`src/rtl/fb_fetch.sv`:
```
// ============================================================================
// fb_fetch : framebuffer fetch unit, RGB565 burst fetch into a FIFO, 24-bit
//            pixel out per strobe, sticky underrun/overrun flags.
// Revision : 1.0
// ============================================================================
`default_nettype none

module fb_fetch #(
    parameter int DEPTH_N = 5,
    parameter int BURST   = 4,
    parameter int AW      = 24
) (
    input  logic               clkSYS,
    input  logic               reset,
    input  logic               frame,
    input  logic               pixel,
    input  logic [AW-1:0]      base,
    input  logic [AW-1:0]      words,
    output logic               req,
    output logic [AW-1:0]      addr,
    input  logic               rdy,
    input  logic               ifrdy,
    input  logic [15:0]        data,
    output logic [23:0]        out,
    output logic [DEPTH_N:0]   level,
    output logic               underrun,
    output logic               overrun,
    input  logic               clr_err
);

    localparam int                SLOTS    = 2 ** DEPTH_N;
    localparam logic [DEPTH_N:0]  FULL_CNT = (DEPTH_N+1)'(SLOTS);
    localparam logic [DEPTH_N:0]  REQ_MAX  = (DEPTH_N+1)'(SLOTS - BURST);
    localparam logic [DEPTH_N:0]  BURST_L  = (DEPTH_N+1)'(BURST);
    localparam logic [DEPTH_N:0]  ONE_L    = (DEPTH_N+1)'(1);
    localparam logic [AW-1:0]     BURST_A  = AW'(BURST);

    logic [15:0]          mem [SLOTS];
    logic [DEPTH_N-1:0]   head;
    logic [DEPTH_N-1:0]   tail;
    logic [DEPTH_N:0]     count;
    logic [AW-1:0]        offset;
    logic [AW-1:0]        base_q;
    logic [AW-1:0]        words_q;
    logic                 done;

    logic                 full;
    logic                 empty;
    logic                 accept;
    logic                 pop_ok;
    logic                 push_ok;
    logic                 under_ev;
    logic                 over_ev;
    logic [AW-1:0]        next_off;

    function automatic logic [23:0] expand(input logic [15:0] w);
        return {w[15:11], w[15:13], w[10:5], w[10:9], w[4:0], w[4:2]};
    endfunction

    assign full     = (count == FULL_CNT);
    assign empty    = (count == '0);
    // Request decodes only registered state and frame; rdy merely qualifies acceptance.
    assign req      = ~frame & ~done & (words_q != '0) & (level <= REQ_MAX);
    assign accept   = req & rdy;
    assign addr     = base_q + offset;
    assign next_off = offset + BURST_A;

    // A pop at full frees the slot being written, so push and pop coexist.
    assign pop_ok   = ~frame & pixel & ~empty;
    assign under_ev = ~frame & pixel & empty;
    assign push_ok  = ~frame & ifrdy & (~full | pop_ok);
    assign over_ev  = ~frame & ifrdy & full & ~pop_ok;

    always_ff @(posedge clkSYS) begin
        if (push_ok) begin
            mem[head] <= data;
        end
    end

    always_ff @(posedge clkSYS) begin
        if (reset) begin
            head     <= '0;
            tail     <= '0;
            count    <= '0;
            level    <= '0;
            offset   <= '0;
            base_q   <= '0;
            words_q  <= '0;
            done     <= 1'b1;
            out      <= '0;
            underrun <= 1'b0;
            overrun  <= 1'b0;
        end else begin
            underrun <= (underrun & ~clr_err) | under_ev;
            overrun  <= (overrun & ~clr_err) | over_ev;
            if (frame) begin
                head    <= '0;
                tail    <= '0;
                count   <= '0;
                level   <= '0;
                offset  <= '0;
                done    <= 1'b0;
                base_q  <= base;
                words_q <= words;
            end else begin
                if (push_ok) begin
                    head <= head + 1'b1;
                end
                if (pop_ok) begin
                    tail <= tail + 1'b1;
                    out  <= expand(mem[tail]);
                end else if (under_ev) begin
                    out  <= '0;
                end
                count <= count + (DEPTH_N+1)'(push_ok) - (DEPTH_N+1)'(pop_ok);

                if (accept && pop_ok) begin
                    level <= level + BURST_L - ONE_L;
                end else if (accept) begin
                    level <= level + BURST_L;
                end else if (pop_ok) begin
                    level <= level - ONE_L;
                end

                if (accept) begin
                    offset <= next_off;
                    if (next_off == words_q) begin
                        done <= 1'b1;
                    end
                end
            end
        end
    end

endmodule

`default_nettype wire

```
`config.mk`:
```
export PLATFORM = sky130hd
export DESIGN_NAME = fb_fetch
export DESIGN_NICKNAME = d
export VERILOG_FILES = /design/src/rtl/fb_fetch.sv
export SDC_FILE = /design/constraint.sdc
export NUM_CORES = 1
export LEC_CHECK = 0
export BUFFER_PORTS_ARGS = -buffer_cell sky130_fd_sc_hd__buf_2
export CORE_MARGIN = 2
export CORE_UTILIZATION = 55
export DETAILED_ROUTE_END_ITERATION = 12
export GPL_ROUTABILITY_DRIVEN = 0
export GPL_TIMING_DRIVEN = 1
export PLACE_DENSITY = 0.74
export SYNTH_ARGS = -nofsm -noshare
export SYNTH_HDL_FRONTEND = slang
export SYNTH_SLANG_ARGS = --single-unit
export TNS_END_PERCENT = 50
```
`constraint.sdc`:
```
create_clock -name clkSYS -period 7.7 [get_ports clkSYS]
set_input_delay 0 -clock clkSYS [delete_from_list [all_inputs] [get_ports clkSYS]]
set_output_delay 0 -clock clkSYS [all_outputs]
set_load 0.005 [all_outputs]
```
==> results.txt <==
The flow ran to the end, and the final reports show no timing, DRC or antenna violations. In the synthesized netlist the dominant register cell turns out to be sky130_fd_sc_hd__edfxtp_1. The wire length of the first global-routing pass was 93.0 mm; the net switching component of the power was 1560 uW. The run gives 0.256 as the combined global-route utilization of all metal layers. The area growth from synthesis to layout is 15.2%. Clock tree synthesis selected as its root buffer the cell sky130_fd_sc_hd__clkbuf_16. The switching power share of the total was 0.215. For the number of global-route vias before repair, the log shows 14500. The arrival time reported for the critical path endpoint was 4230 ps; the static leakage was 0.00999 uW. The share of power burned in the clock network was 0.428. Setup repair after global routing left no endpoint under its margin.

Synthesis produced a netlist with a net count of 1641. The floorplan step defined a core boundary enclosing 46600 um2. The proportion of layout cells with a drive suffix above 1 was 0.251; the count of routing violations after the opening detailed-route iteration was 1627. The worst setup path is of the primary input to register kind. The initialized floorplan defines 79 standard-cell rows.

The tools report the synthesized instance count as 1530. The number of different library cells used by synthesis comes to 57. The tools report the initial cell density of the core as 0.556. The clock passes through at most 3 buffers. IR analysis of the VDD net gives a maximum drop of 195 uV.

For this run, the number of Yosys warnings is 0. The run gives 0 as the max-cap violation count. For the combinational share of power, the log shows 0.056.

After filler insertion, the fill cell instance count of the layout stands at 3168. The library cell used most frequently in the layout, excluding fill and tap cells, is sky130_fd_sc_hd__edfxtp_1. The sequential share of power was 0.516; the power per standard cell area was 243 nW/um2.

The count of cells along the worst hold path is 1. In this run the register-to-register setup slack is 3790 ps. Number of input and output port buffers inserted: 127. The critical register-to-register path startpoint is count[2]. The repair_antennas step left the layout with diodes totalling 0. The die is 221 um tall.

By area the synthesized netlist is led by sky130_fd_sc_hd__edfxtp_1, sky130_fd_sc_hd__mux4_2, sky130_fd_sc_hd__dfxtp_1, sky130_fd_sc_hd__nor2_1, sky130_fd_sc_hd__mux2i_1. The final number of hold-violating endpoints was 0. Leaving out fill and tap cells, the most frequent cells in the layout are sky130_fd_sc_hd__edfxtp_1, sky130_fd_sc_hd__mux4_2, sky130_fd_sc_hd__nor2_1. Share of flip-flops with an asynchronous set or reset: 0.

The share of the cycle needed by the critical path after routing is 0.522. The net count of the finished layout is 1828. The area share of the leading cell type in the synthesized netlist came out at 0.594.

At the worst endpoint, the required time is 7910 ps. The synthesized design spends more area on one cell type than any other, namely sky130_fd_sc_hd__edfxtp_1. During I/O placement, the number of pins put on the boundary was 128. Die extent in x: 221 um. The number of buffers inserted by hold repair at cts came out at 63. Insertion delay to the later sink of the worst-skew pair: 600 ps. The smallest clock period supported by the final layout is computed as 4020 ps. The detailed-router iteration count before antenna repair was 6.

STA classifies the critical path startpoint as a primary input. The setup clock skew after layout was 19.0 ps; the internal power of the cells was 5690 uW. For this run the aggregate overflow at the end of global routing stands at 0. The number of sinks driven by the clock tree came out at 628. Dividing the detail-routed wire length by the instance count gives 26.0 um. The final design utilization is 0.641, and the count of H-tree levels built during CTS is 3. The worst setup path is captured at a register. The clock-pin transition on the worst setup and hold timing paths is 60 ps, and the number of pins with negative max-slew slack in the final report is 0.

The largest net degree at the start of global routing came out at 111. For the pin with the worst max-slew slack, the measured transition is 1200 ps. The total detailed-routing wirelength is 61.7 mm. The count of endpoints failing setup in the final report was 0; the number of synthesized register bits was 628. After routing, the total negative slack on setup checks comes to 0 ps. The detail route stage leaves a number of antenna-violating nets equal to 0. The path with the worst hold slack has its endpoint at mem[1][5].

The maximum clock frequency is 249 MHz, and the number of remaining DRC errors is 0. Dividing the detail-routed via count by the number of cells gives 6.22. The initial antenna violation count was 1; the number of vias in the routed layout was 14800.

Along the worst path, the maximum fanout reaches 21. The number of gates resized after CTS is 0. Register area share after synthesis: 0.683. The worst register-to-register path ends at count[4]. The kind of path behind the tightest hold check is primary input to register.

Startpoint of the lowest-slack hold path: data[5]. Post-CTS repair timing setup buffer count: 0. A synthesized cell averages 16.9 um2. The count of flip-flops with a built-in enable after synthesis came out at 512. The run gives 38.3 mm as the detailed placement HPWL. Summing every instance area after synthesis gives 25900 um2. The logs give 48800 um2 for the die area and 0.198 for the relative slew slack. The worst register-to-register path has a depth of 14. In this run, CTS created clock tree buffers numbering 66. TritonCTS built the clock tree.
[power by group through the flow]
stage          clock (uW)  sequential [uW]  combinational, uW
3_5_place_dp            0             3810                377
3_3_place_gp            0             3810                370
6_report             3100             3740                408
2_1_floorplan           0             3790                232
4_1_cts              3140             3740                406
5_1_grt              3280             3740                442
[cell type report]
| type | count | area [um2] | area share |
|---|---|---|---|
| clock buffers | 89 | 1830 | 0.0613 |
| clock inverters | 27 | 283 | 0.00948 |
| inverters | 21 | 78.8 | 0.00264 |
| multi-input cells | 799 | 7820 | 0.262 |
| flip-flops and latches | 628 | 17700 | 0.593 |
| well taps | 607 | 759 | 0.0255 |
| repair buffers | 201 | 1360 | 0.0456 |
[per-layer routing]
layer	GRT usage	wire, um
met5	0	12
met3	0.0526	5880
met1	0.377	25500
met2	0.392	28800
met4	0.0721	1440
[critical path, cell delays in order]
cell	delay (ps)
sky130_fd_sc_hd__dlygate4sd3_1	550
sky130_fd_sc_hd__buf_2	150
sky130_fd_sc_hd__inv_1	120
sky130_fd_sc_hd__nand2_1	530
sky130_fd_sc_hd__a21o_1	720
sky130_fd_sc_hd__a31oi_2	690
sky130_fd_sc_hd__nand2_1	490
sky130_fd_sc_hd__nor2_2	940
[worst max-delay path by stage]
stage | from | to | cells past startpoint
5_1_grt | count[3] | count[4] | 14
4_1_cts | frame | mem[29][5] | 8
3_5_place_dp | frame | mem[29][3] | 7
2_1_floorplan | count[2] | count[4] | 14
3_3_place_gp | frame | mem[30][3] | 7
6_report | frame | mem[29][11] | 8
[synthesized netlist by cell type, types with 21 or more instances]
cell,instances
sky130_fd_sc_hd__xor2_1,35
sky130_fd_sc_hd__inv_1,21
sky130_fd_sc_hd__o21ai_0,30
sky130_fd_sc_hd__a21oi_1,54
sky130_fd_sc_hd__nand2_1,38
sky130_fd_sc_hd__mux2i_1,65
sky130_fd_sc_hd__edfxtp_1,512
sky130_fd_sc_hd__clkbuf_1,51
sky130_fd_sc_hd__dfxtp_1,116
sky130_fd_sc_hd__ha_1,38
sky130_fd_sc_hd__nor2_1,182
sky130_fd_sc_hd__mux4_2,160
sky130_fd_sc_hd__xnor2_1,48
[registers in the layout, summed over array words and instances (netlist names), named ones only]
register,count
base_q,24
tail,5
underrun,1
count,6
overrun,1
words_q,24
offset,22
level,6
head,5
out,16
mem,512
done,1
[kinds of logic (layout without fill, tap and decap cells)]
family | count (synthesis) | count (layout) | share of synthesized area
flops | 628 | 628 | 0.683
simple gates | 319 | 319 | 0.0563
compound gates | 132 | 132 | 0.0309
xor+xnor | 83 | 83 | 0.0281
mux | 225 | 225 | 0.164
buf+inv | 103 | 338 | 0.0171
fa+ha+maj | 40 | 40 | 0.0199
[metrics by stage]
step	hold WS [ps]	area, um2	setup slack [ps]	cells	power, uW
final	23.5	29800	3680	2372	7250
after global routing	19.5	29800	3500	2372	7460
after CTS	0.656	29800	3770	2372	7290
after detailed placement	243	27100	3700	2193	4190
after global placement	236	27100	3720	2193	4180
after floorplan	98.9	25900	4970	1530	4030
No activity file was read; power rests on OpenSTA's default activity.
